--- src/rtl/mmio_bus_bridge.sv ---
// Registered MMIO bridge: decodes the core's data-port address into one of N_SLV slave
// windows, runs a req/ready handshake with timeout, and logs faulting accesses.
module mmio_bus_bridge #(
  parameter int unsigned           N_SLV    = 3,
  parameter logic [N_SLV*32-1:0]   SLV_BASE = {32'h00004004, 32'h00004000, 32'h00000000},
  parameter logic [N_SLV*32-1:0]   SLV_MASK = {32'hFFFFFFFC, 32'hFFFFFFFC, 32'hFFFFC000},
  parameter int unsigned           TIMEOUT  = 255
) (
  input  logic                  clk,
  input  logic                  rst_n,
  input  logic                  cpu_req,
  input  logic                  cpu_we,
  input  logic [31:0]           cpu_addr,
  input  logic [31:0]           cpu_wdata,
  output logic [31:0]           cpu_rdata,
  output logic                  cpu_ready,
  output logic                  cpu_err,
  output logic [N_SLV-1:0]      slv_sel,
  output logic                  slv_we,
  output logic [31:0]           slv_addr,
  output logic [31:0]           slv_wdata,
  input  logic [N_SLV*32-1:0]   slv_rdata,
  input  logic [N_SLV-1:0]      slv_ready,
  output logic [31:0]           err_addr,
  output logic [7:0]            err_cnt
);

  localparam int unsigned CntW      = (TIMEOUT > 0) ? $clog2(TIMEOUT + 1) : 1;
  localparam bit          TimeoutEn = (TIMEOUT != 0);
  localparam logic [CntW-1:0] TmoVal = CntW'(TIMEOUT);

  typedef enum logic [1:0] {StIdle, StAccess, StResp} state_e;

  state_e            state_q;
  logic [CntW-1:0]   wait_cnt_q;

  logic [N_SLV-1:0]  hit_vec;
  logic [N_SLV-1:0]  hit_oh;
  logic              any_hit;
  logic              sel_ready;
  logic [31:0]       sel_rdata;
  logic [7:0]        err_cnt_inc;

  always_comb begin
    hit_vec = '0;
    for (int i = 0; i < N_SLV; i++) begin
      hit_vec[i] = ((cpu_addr & SLV_MASK[32*i +: 32]) == SLV_BASE[32*i +: 32]);
    end
  end

  // Isolate the lowest set bit so overlapping windows resolve to the lowest slot.
  assign hit_oh  = hit_vec & (~hit_vec + N_SLV'(1));
  assign any_hit = |hit_vec;

  assign sel_ready = |(slv_sel & slv_ready);

  always_comb begin
    sel_rdata = '0;
    for (int i = 0; i < N_SLV; i++) begin
      if (slv_sel[i]) begin
        sel_rdata = sel_rdata | slv_rdata[32*i +: 32];
      end
    end
  end

  assign err_cnt_inc = (err_cnt == 8'hFF) ? err_cnt : err_cnt + 8'd1;

  always_ff @(posedge clk or negedge rst_n) begin
    if (!rst_n) begin
      state_q    <= StIdle;
      wait_cnt_q <= '0;
      slv_sel    <= '0;
      slv_we     <= 1'b0;
      slv_addr   <= '0;
      slv_wdata  <= '0;
      cpu_rdata  <= '0;
      cpu_ready  <= 1'b0;
      cpu_err    <= 1'b0;
      err_addr   <= '0;
      err_cnt    <= '0;
    end else begin
      cpu_ready <= 1'b0;
      cpu_err   <= 1'b0;
      case (state_q)
        StIdle: begin
          if (cpu_req) begin
            slv_addr  <= cpu_addr;
            slv_we    <= cpu_we;
            slv_wdata <= cpu_wdata;
            if (any_hit) begin
              slv_sel    <= hit_oh;
              wait_cnt_q <= '0;
              state_q    <= StAccess;
            end else begin
              cpu_ready <= 1'b1;
              cpu_err   <= 1'b1;
              cpu_rdata <= '0;
              err_addr  <= cpu_addr;
              err_cnt   <= err_cnt_inc;
              state_q   <= StResp;
            end
          end
        end
        StAccess: begin
          // Ready beats timeout when both land in the same cycle.
          if (sel_ready) begin
            slv_sel   <= '0;
            cpu_ready <= 1'b1;
            cpu_rdata <= slv_we ? 32'h0 : sel_rdata;
            state_q   <= StResp;
          end else if (TimeoutEn && (wait_cnt_q == TmoVal)) begin
            slv_sel   <= '0;
            cpu_ready <= 1'b1;
            cpu_err   <= 1'b1;
            cpu_rdata <= '0;
            err_addr  <= slv_addr;
            err_cnt   <= err_cnt_inc;
            state_q   <= StResp;
          end else begin
            wait_cnt_q <= wait_cnt_q + CntW'(1);
          end
        end
        StResp: begin
          state_q <= StIdle;
        end
        default: begin
          state_q <= StIdle;
        end
      endcase
    end
  end

endmodule
--- config.mk ---
export PLATFORM = sky130hd
export DESIGN_NAME = mmio_bus_bridge
export DESIGN_NICKNAME = d
export VERILOG_FILES = /design/src/rtl/mmio_bus_bridge.sv
export SDC_FILE = /design/constraint.sdc
export NUM_CORES = 1
export LEC_CHECK = 0
export CAP_MARGIN = 20
export CORE_MARGIN = 1.5
export CORE_UTILIZATION = 25
export DETAILED_ROUTE_END_ITERATION = 8
export MAX_ROUTING_LAYER = met4
export SYNTH_ARGS = -nofsm -noshare
export SYNTH_HDL_FRONTEND = slang
export SYNTH_SLANG_ARGS = --single-unit
--- constraint.sdc ---
create_clock -name clk -period 5.2 [get_ports clk]
set_input_delay 0.78 -clock clk [delete_from_list [all_inputs] [get_ports clk]]
set_output_delay 0.78 -clock clk [all_outputs]
set_load 0.01 [all_outputs]
==> results of run 1 <==
==> worst register-to-register path, delay by kind of cell, from the launching register on <==
kind	cells	cell delay [ns]
AOI/OAI and AO/OA	2	1.00
and+or+nand+nor	1	0.61
buffers and inverters	1	0.43
DFF	1	0.40
muxes	1	0.36
==> placed cells by master, fill, tap and decap left out, drive strengths merged, types with 5 or more instances in the layout <==
cell,instances
clkdlybuf4s50,307
nand2,202
dfrtp,152
nand3,38
o21ai,36
a222oi,33
o2bb2ai,33
mux2i,31
clkbuf,20
buf,15
nor2,9
inv,9
nor4,8
nor3,7
mux2,7
a21oi,5
xor2,5
==> flip-flops by register name, indices dropped and copies added, names as in the netlist <==
signal,cells
cpu_rdata,32
err_addr,32
slv_addr,32
slv_wdata,32
err_cnt,8
wait_cnt_q,8
slv_sel,3
state_q,2
cpu_err,1
cpu_ready,1
slv_we,1
==> worst paths after layout <==
check	from	endpoint	slack, ns	cells after the start
min	rst_n	cpu_rdata[0]	0.36	1
min reg2reg	slv_wdata[28]	slv_wdata[28]	0.48	2
max reg2reg	slv_sel[1]	err_cnt[1]	2.30	5
max in group asynchronous	rst_n	slv_addr[1]	3.73	2
min in group clk	slv_wdata[28]	slv_wdata[28]	0.48	2
max	slv_ready[1]	err_cnt[1]	1.82	6
==> layer usage <==
metal / GRT usage / up-vias / part of all wire
met1: 0.202 / 2994 / 0.42
met3: 0.0603 / 14 / 0.088
met2: 0.270 / 223 / 0.48
met4: 0.0447 / 0 / 0.014
li1: - / 2919 / -
met5: - / - / 0
==> per-stage QoR <==
step	std cells	worst slack (ns)	power, uW	cell area [um^2]
2_1_floorplan	659	2.97	2760	6660
3_3_place_gp	1266	1.37	4020	10100
3_5_place_dp	1266	1.35	4050	10100
4_1_cts	1298	1.80	5350	10700
5_1_grt	1300	1.61	5610	10700
6_report	1300	1.82	5250	10700
==> where the power goes <==
group / leakage [uW] / internal, uW / switching (uW)
clock: 0.000284 / 740 / 523
sequential: 0.00193 / 1600 / 278
combinational: 0.00230 / 1070 / 1040
total: 0.00451 / 3410 / 1840
==> final cells by class <==
cell class | instances | area [um^2]
Clock buffer | 20 | 457
Clock inverter | 12 | 140
Antenna cell | 1 | 2.50
Timing Repair Buffer | 322 | 3200
Fill cell | 2521 | 15400
Inverter | 6 | 22.5
Multi-Input combinational cell | 452 | 2650
Tap cell | 335 | 419
Sequential cell | 152 | 3800
==> kinds of logic (layout without fill, tap and decap cells) <==
group / count (synthesis) / after routing / synth area share
compound gates: 122 / 122 / 0.142
xor+xnor: 5 / 5 / 0.00658
fa+ha+maj: 2 / 2 / 0.00376
buf+inv: 55 / 360 / 0.0355
flops: 152 / 152 / 0.572
mux: 38 / 38 / 0.0585
other cells: 0 / 1 / 0
simple gates: 285 / 285 / 0.182
==> out/results.txt, run 1 <==
Pwr Density -> 491 nW/um^2
clock skew -> 0.0153 ns
CP bufs+invs -> 2
Synth Flop Type -> dfrtp_1
die width -> 166 um
half-perimeter wire length after placement -> 16100 um
critical path's top delay family -> compound AO/OA/AOI/OAI gates
fraction of registers with async set/reset -> 1.00
Slew @ Worst Pin -> 0.808 ns
Seq/Total Area, Yosys -> 0.572
Final Util -> 0.410
DR vias -> 6150
Final setup viols -> 0
clock-pin slew of the registers on the worst-case setup and hold paths -> 0.07 ns
Synth area leaders -> dfrtp_1 (57%), nand2_1 (11%), a222oi_1 (5.0%)
gr ovfl total -> 0
fin nets -> 1120
cell with the most instances after synthesis -> nand2_1
Total Routing Usage GR -> 0.169
Seq cells post-synth -> 152
Post-synth EDFFs -> 0
Post-Route WL -> 22600 um
initial antenna violation count -> 1
max incr delay on CP -> 0.77 ns
final hold violation count -> 0
Die ar. -> 27600 um^2
crit path kind -> in -> reg
max-slew violation count -> 0
RSZ-0062 raised after global routing -> false
most instantiated cells after synthesis -> nand2_1 (202), dfrtp_1 (152), nand3_1 (38)
critical-path cell list -> clkdlybuf4s50_1 -> a222oi_1 -> nand3_2 -> buf_4 -> a21oi_1 -> mux2_2
top cell type's share of synthesized area -> 0.572
Worst VDD drop -> 0.236 mV
Residual DRC -> 0
Pleak -> 0.00451 uW
crit end category -> flip-flop
initial core utilization -> 0.255
Hold WS -> 0.364 ns
cell row count -> 59
hold crit path type -> in -> async
Crit-path slowest cell -> a222oi_1
CTS tree -> done
setup TNS -> 0 ns
largest net degree at the start of global routing -> 68
crit path DAT -> 3.68 ns
Area growth, synth to finish -> 60.6%
CTS Buffer Depth -> 2
post-CTS sizing -> 0
drt via density -> 4.73
Critical Path Fanout Max -> 22
root cell of the clock tree -> clkbuf_16
first drt pass iteration count -> 7
Slew HR -> 0.462
Skew-Pair Late Insertion Delay -> 0.42 ns
synth unique cells -> 42
Num CTS Buffers -> 17
global-route wire length before repair -> 35800 um
Synth Net Count -> 828
Post-Syn Instances -> 659
post-layout minimum cycle time -> 3.38 ns
max-cap viol count -> 0
post-detailed-route count of antenna-violating nets -> 0
fin crit share -> 0.650
share of cells above drive strength 1 -> 0.0633
Avg WL per Cell -> 17.4 um
Die Y -> 166 um
crit start category -> input port
fmax -> 296 MHz
Initial DRC Count -> 327
Synth Cell Area -> 6660 um^2
H-tree Lvls -> 4
synthesized area per cell -> 10.1 um^2
YS warnings -> 0
Synth area leader -> dfrtp_1
Setup Fix Bufs, Post-CTS -> 0
IO Port Bufs -> 308
vias in the first global route -> 6317
Required @ worst endpoint -> 5.50 ns
status -> completed
Top Ports -> 309
CORE AREA -> 26100 um^2
Post-CTS Hold Buffers -> 0
final RePlAce weighted congestion -> 0.750
CTS sink cnt -> 152
No activity file was read; power rests on OpenSTA's default activity.
==> inputs of run 2 (changes only) <==
==> constraint.sdc (replaced) <==
create_clock -name clk -period 3.3 [get_ports clk]
set_input_delay 0.495 -clock clk [delete_from_list [all_inputs] [get_ports clk]]
set_output_delay 0.495 -clock clk [all_outputs]
set_load 0.01 [all_outputs]
==> run 2 against run 1 <==
Net effect: via count is 1.5% lower; global-route usage shrank 0.084 points; worst setup slack got worse by 0.97 ns; combinational power grew 60%; first-iteration DRC count increased by 8.6%; worst hold slack lost 0.22 ns; non-clock buffer count is 5 higher; critical path type unchanged; largest cell class unchanged.
==> out/results.txt, run 2 (same netlist as run 1, synthesis figures left out) <==
status -> completed
commonest non-fill, non-tap cell in the layout -> clkdlybuf4s50_1
die width -> 166 um (unchanged)
RSZ-0062 raised after global routing -> false
final RePlAce weighted congestion -> 0.769 (+2.6%)
crit start category -> input port
fin crit share -> 0.744
IO Port Bufs -> 308 (unchanged)
Die ar. -> 27600 um^2 (unchanged)
Skew-Pair Late Insertion Delay -> 0.41 ns (about the same)
first drt pass iteration count -> 6 (-1)
dpl ws -> 0.351 ns (-0.997 ns)
Total Routing Usage GR -> 0.168 (-0.000839)
Initial DRC Count -> 355 (+8.6%)
M2 GR Usage -> 0.274 (+0.00362)
Final setup viols -> 0 (unchanged)
crit path kind -> in -> reg
CTS tree -> done
Residual DRC -> 0 (unchanged)
CORE AREA -> 26100 um^2 (unchanged)
Worst VDD drop -> 0.335 mV (+42%)
Top Ports -> 309 (unchanged)
Post-Route WL -> 22600 um (about the same)
CTS sink cnt -> 152 (unchanged)
crit end category -> flip-flop
Slew @ Worst Pin -> 0.863 ns (+0.0550 ns)
DR vias -> 6060 (-1.5%)
post-detailed-route count of antenna-violating nets -> 0 (unchanged)
half-perimeter wire length after placement -> 16200 um (+0.55%)
clock-pin slew of the registers on the worst-case setup and hold paths -> 0.06 ns (about the same)
Pwr Density -> 786 nW/um^2 (+60%)
gr ovfl total -> 0 (unchanged)
commonest cells after routing, fill and taps aside -> clkdlybuf4s50_1 (307), nand2_1 (202), dfrtp_1 (152)
layout filler cell count -> 2567 (+1.8%)
Num CTS Buffers -> 17 (unchanged)
global-route wire length before repair -> 35600 um (-0.52%)
hold crit path type -> in -> async
post-CTS sizing -> 0 (unchanged)
Required @ worst endpoint -> 3.63 ns (-1.87 ns)
drt via density -> 4.64 (-1.8%)
r2r setup slk -> 1.07 ns (-1.23 ns)
Die Y -> 166 um (unchanged)
FF-to-FF path depth -> 6 (+1)
cell row count -> 59 (unchanged)
fin nets -> 1125 (+0.45%)
met3 Usage GRT -> 0.0670 (+0.00667)
Avg WL per Cell -> 17.3 um (-0.40%)
Area growth, synth to finish -> 62.3%
Post-CTS Hold Buffers -> 0 (unchanged)
post-layout minimum cycle time -> 2.46 ns
share of cells above drive strength 1 -> 0.0651 (+0.00180)
max-slew violation count -> 0 (unchanged)
RR Startpoint -> state_q[0]
Slew HR -> 0.425 (-0.0367)
largest net degree at the start of global routing -> 89 (+31%)
H-tree Lvls -> 4 (unchanged)
Critical Path Fanout Max -> 19 (-14%)
final hold violation count -> 0 (unchanged)
setup TNS -> 0 ns (unchanged)
CTS Buffer Depth -> 2 (unchanged)
FF-to-FF End -> wait_cnt_q[6]
met1 Usage GRT -> 0.196 (-0.00513)
crit path DAT -> 2.78 ns (-0.90 ns)
initial antenna violation count -> 2 (+1)
vias in the first global route -> 6111 (-3.3%)
Pleak -> 0.00457 uW (+1.2%)
root cell of the clock tree -> clkbuf_16
final setup margin -> 0.843 ns (-0.975 ns)
max-cap viol count -> 0 (unchanged)
clock skew -> 0.0112 ns (-0.00416 ns)
initial core utilization -> 0.255 (unchanged)
gr busiest metal -> met2
Setup Fix Bufs, Post-CTS -> 0 (unchanged)
fmax -> 407 MHz
run 2: cell types whose count changed in the layout (fill, tap and decap cells not counted):
cell        previous run  this run
buf_12                 0         3
buf_4                 13        16
bufinv_16              2         5
clkinv_4               3         0
clkbuf_1               1         3
buf_8                  1         0
clkbuf_8               2         1
clkinv_2               1         0
clkinvlp_4             3         2
diode_2                1         2
run 2: cell type report:
| class | count | area, um^2 | area share |
|---|---|---|---|
| diodes | 2 | 5.00 | 0.000463 |
| clock buffers | 21 | 450 | 0.0417 |
| clock inverters | 10 | 191 | 0.0177 |
| inverters | 6 | 22.5 | 0.00208 |
| multi-input cells | 452 | 2650 | 0.245 |
| flip-flops and latches | 152 | 3800 | 0.352 |
| well taps | 335 | 419 | 0.0388 |
| repair buffers | 327 | 3260 | 0.302 |
run 2: critical path: stages:
cell,delay [ns]
clkdlybuf4s50_1,0.46
nor4_1,0.53
a31oi_1,0.28
o31ai_4,0.30
buf_4,0.24
buf_4,0.26
nand3_1,0.10
o21ai_0,0.09
run 2: through the flow:
step | cells | hold slack, ns | power, uW | cell area, um^2 | utilization
after global placement | 1272 | 0.457 | 6390 | 10200 | 0.390
final | 1305 | 0.142 | 8490 | 10800 | 0.415
after detailed placement | 1272 | 0.461 | 6430 | 10200 | 0.390
after CTS | 1303 | 0.178 | 8650 | 10800 | 0.414
after global routing | 1305 | 0.193 | 9060 | 10800 | 0.415
after floorplan | 659 | 0.199 | 4350 | 6660 | -
run 2: how the worst max path moves through the flow:
stage / start / endpoint / slack, ns / depth (start not counted)
2_1_floorplan: slv_sel[1] / err_cnt[6] / 1.33 / 6
3_3_place_gp: cpu_addr[7] / err_addr[10] / 0.41 / 8
3_5_place_dp: cpu_addr[7] / err_addr[7] / 0.35 / 8
4_1_cts: cpu_addr[7] / err_addr[7] / 0.79 / 8
5_1_grt: cpu_addr[7] / err_addr[21] / 0.64 / 8
6_report: cpu_addr[7] / err_addr[7] / 0.84 / 8
run 2: power by group:
part | total, uW | leakage, uW | switching, uW | internal (uW)
clock network | 2150 | 0.000305 | 781 | 1370
logic | 3380 | 0.00234 | 1650 | 1720
registers | 2960 | 0.00193 | 435 | 2520
run 2: metal layers:
| metal | up-vias | wire length, um |
|---|---|---|
| met5 | - | 0 |
| li1 | 2932 | - |
| met3 | 16 | 2110 |
| met4 | 0 | 208 |
| met2 | 228 | 10900 |
| met1 | 2884 | 9300 |
==> inputs of run 3 (changes only) <==
==> constraint.sdc (replaced) <==
create_clock -name clk -period 2.2 [get_ports clk]
set_input_delay 0.33 -clock clk [delete_from_list [all_inputs] [get_ports clk]]
set_output_delay 0.33 -clock clk [all_outputs]
set_load 0.01 [all_outputs]
==> run 3 against run 2 <==
Net effect: sequential power grew 50%; non-clock buffer count grew 41; largest cell class unchanged; utilization grew 1.2 points; clock power grew 29%; final cell count grew 3.1%; critical path type is now reg -> out; worst hold slack gained 0.26 ns; die area is the same; combinational power grew 55%.
==> out/results.txt, run 3 (same netlist as run 1, synthesis figures left out) <==
crit path kind -> reg -> out
r2r setup slk -> 0.22 ns (-0.85 ns)
crit start category -> flip-flop
commonest cells after routing, fill and taps aside -> clkdlybuf4s50_1 (307), nand2_1 (202), dfrtp_1 (152)
Total Routing Usage GR -> 0.171 (+0.00309)
combinational power share -> 0.421 (+0.023)
Area growth, synth to finish -> 66.9%
cell row count -> 59 (unchanged)
largest net degree at the start of global routing -> 64 (-28%)
fmax -> 478 MHz
gr ovfl total -> 0 (unchanged)
Initial DRC Count -> 391 (+10%)
Skew-Pair Late Insertion Delay -> 0.42 ns (about the same)
post-layout minimum cycle time -> 2.09 ns
DR vias -> 6235 (+2.9%)
crit path DAT -> 1.76 ns (-1.02 ns)
multi-input logic area -> 2710 um^2 (+2.2%)
Critical Path Fanout Max -> 34 (+15)
Die Y -> 166 um (unchanged)
Psw -> 4370 uW (+52%)
initial core utilization -> 0.255 (unchanged)
RR Startpoint -> state_q[0]
Final Util -> 0.426 (+0.0116)
FF-to-FF End -> slv_sel[1]
layout filler cell count -> 2569 (+0.078%)
vias in the first global route -> 6299 (+3.1%)
H-tree Lvls -> 4 (unchanged)
Post-Route WL -> 22800 um (+1.2%)
Residual DRC -> 0 (unchanged)
clock-pin slew of the registers on the worst-case setup and hold paths -> 0.06 ns (about the same)
share of cells above drive strength 1 -> 0.110 (+0.0448)
Pleak -> 0.00474 uW (+3.9%)
final setup margin -> 0.110 ns (-0.734 ns)
crit end category -> output pin
Int Power -> 8080 uW (+44%)
die width -> 166 um (unchanged)
clock skew -> 0.00961 ns (-0.00155 ns)
CTS tree -> done
IO Port Bufs -> 308 (unchanged)
Slew HR -> 0.499 (+0.0743)
placed cell area -> 10500 um^2 (+3.1%)
Top Ports -> 309 (unchanged)
CTS sink cnt -> 152 (unchanged)
Slew @ Worst Pin -> 0.751 ns (-0.111 ns)
global-route wire length before repair -> 36100 um (+1.4%)
hold crit path type -> in -> async
root cell of the clock tree -> clkbuf_16
FF-to-FF path depth -> 6 (unchanged)
half-perimeter wire length after placement -> 16400 um (+1.6%)
Num CTS Buffers -> 17 (unchanged)
Worst VDD drop -> 0.556 mV (+66%)
commonest non-fill, non-tap cell in the layout -> clkdlybuf4s50_1
final RePlAce weighted congestion -> 0.797 (+3.6%)
FF/Latch Area -> 3800 um^2 (unchanged)
Die ar. -> 27600 um^2 (unchanged)
clock power share -> 0.223 (-0.030)
drt via density -> 4.63 (-0.25%)
Flop pwr share -> 0.356 (+0.007)
first drt pass iteration count -> 5 (-1)
Avg WL per Cell -> 17.0 um (-1.9%)
final instance area -> 11100 um^2 (+2.8%)
Switching Fraction -> 0.351 (+0.0127)
max-slew violation count -> 0 (unchanged)
fin crit share -> 0.950
status -> completed
CORE AREA -> 26100 um^2 (unchanged)
Final setup viols -> 0 (unchanged)
dpl ws -> -0.619 ns (-0.970 ns)
max-cap viol count -> 0 (unchanged)
Required @ worst endpoint -> 1.87 ns (-1.76 ns)
CTS Buffer Depth -> 2 (unchanged)
post-detailed-route count of antenna-violating nets -> 0 (unchanged)
RSZ-0062 raised after global routing -> false
fin nets -> 1166 (+3.6%)
Pwr Density -> 1120 nW/um^2 (+43%)
initial antenna violation count -> 1 (-1)
final hold violation count -> 0 (unchanged)
## run 3: cell types whose count changed in the layout (fill, tap and decap cells not counted), moves of 3 or more
cell / delta
buf_4: +37
bufinv_16: -4
nor4_1: -4
clkinv_2: +3
## run 3: worst max path at each step
stage,from,endpoint,slack [ns],cells after the start
2_1_floorplan,slv_sel[1],err_cnt[6],0.23,6
3_3_place_gp,cpu_addr[7],err_cnt[1],-0.62,7
3_5_place_dp,cpu_addr[7],err_cnt[1],-0.62,7
4_1_cts,cpu_addr[20],wait_cnt_q[6],0.03,8
5_1_grt,cpu_addr[6],err_addr[10],0.01,9
6_report,slv_sel[2],slv_sel[2],0.11,2
## run 3: routing by layer
metal / vias to the layer above / global-route usage / share of wire
li1: 3017 / - / -
met3: 22 / 0.0636 / 0.086
met4: 0 / 0.0384 / 0.014
met1: 2969 / 0.204 / 0.43
met2: 227 / 0.276 / 0.47
met5: - / - / 0
## run 3: what timing repair did
action	4_1_cts	5_1_grt
buffers inserted	1	0
gates resized for setup	4	7
pin swaps	1	3
gates cloned	0	0
hold buffers	1	0
setup endpoints to repair	82	82
hold endpoints to repair	39	0
## run 3: final cells by class
class	count	share of cell area
antenna	1	0.000225
clock buffer	22	0.0409
clock inverter	10	0.00856
inverter	6	0.00203
multi-input combinational	452	0.244
sequential	152	0.342
tap	335	0.0377
timing repair buffer	368	0.324
## run 3: power groups by stage
stage	clock network, uW	registers, uW	logic (uW)
after detailed placement	0	4480	5300
after CTS	2900	4440	5340
after global routing	3010	4570	5720
after global placement	0	4440	5280
after floorplan	0	4870	1650
final	2780	4430	5240
## run 3: per-stage QoR
stage | hold slack (ns) | TNS, ns | std cells | power [uW]
4_1_cts | 0.406 | 0 | 1345 | 12700
6_report | 0.402 | 0 | 1346 | 12400
2_1_floorplan | 0.0344 | 0 | 659 | 6520
3_5_place_dp | 0.280 | -48.78 | 1311 | 9770
3_3_place_gp | 0.280 | -51.48 | 1311 | 9720
5_1_grt | 0.418 | 0 | 1346 | 13300
## run 3: worst max-delay path, stage by stage, from the launching register on
cell             delay [ns]
dfrtp_1                0.35
buf_4                  0.36
clkdlybuf4s50_1        0.61
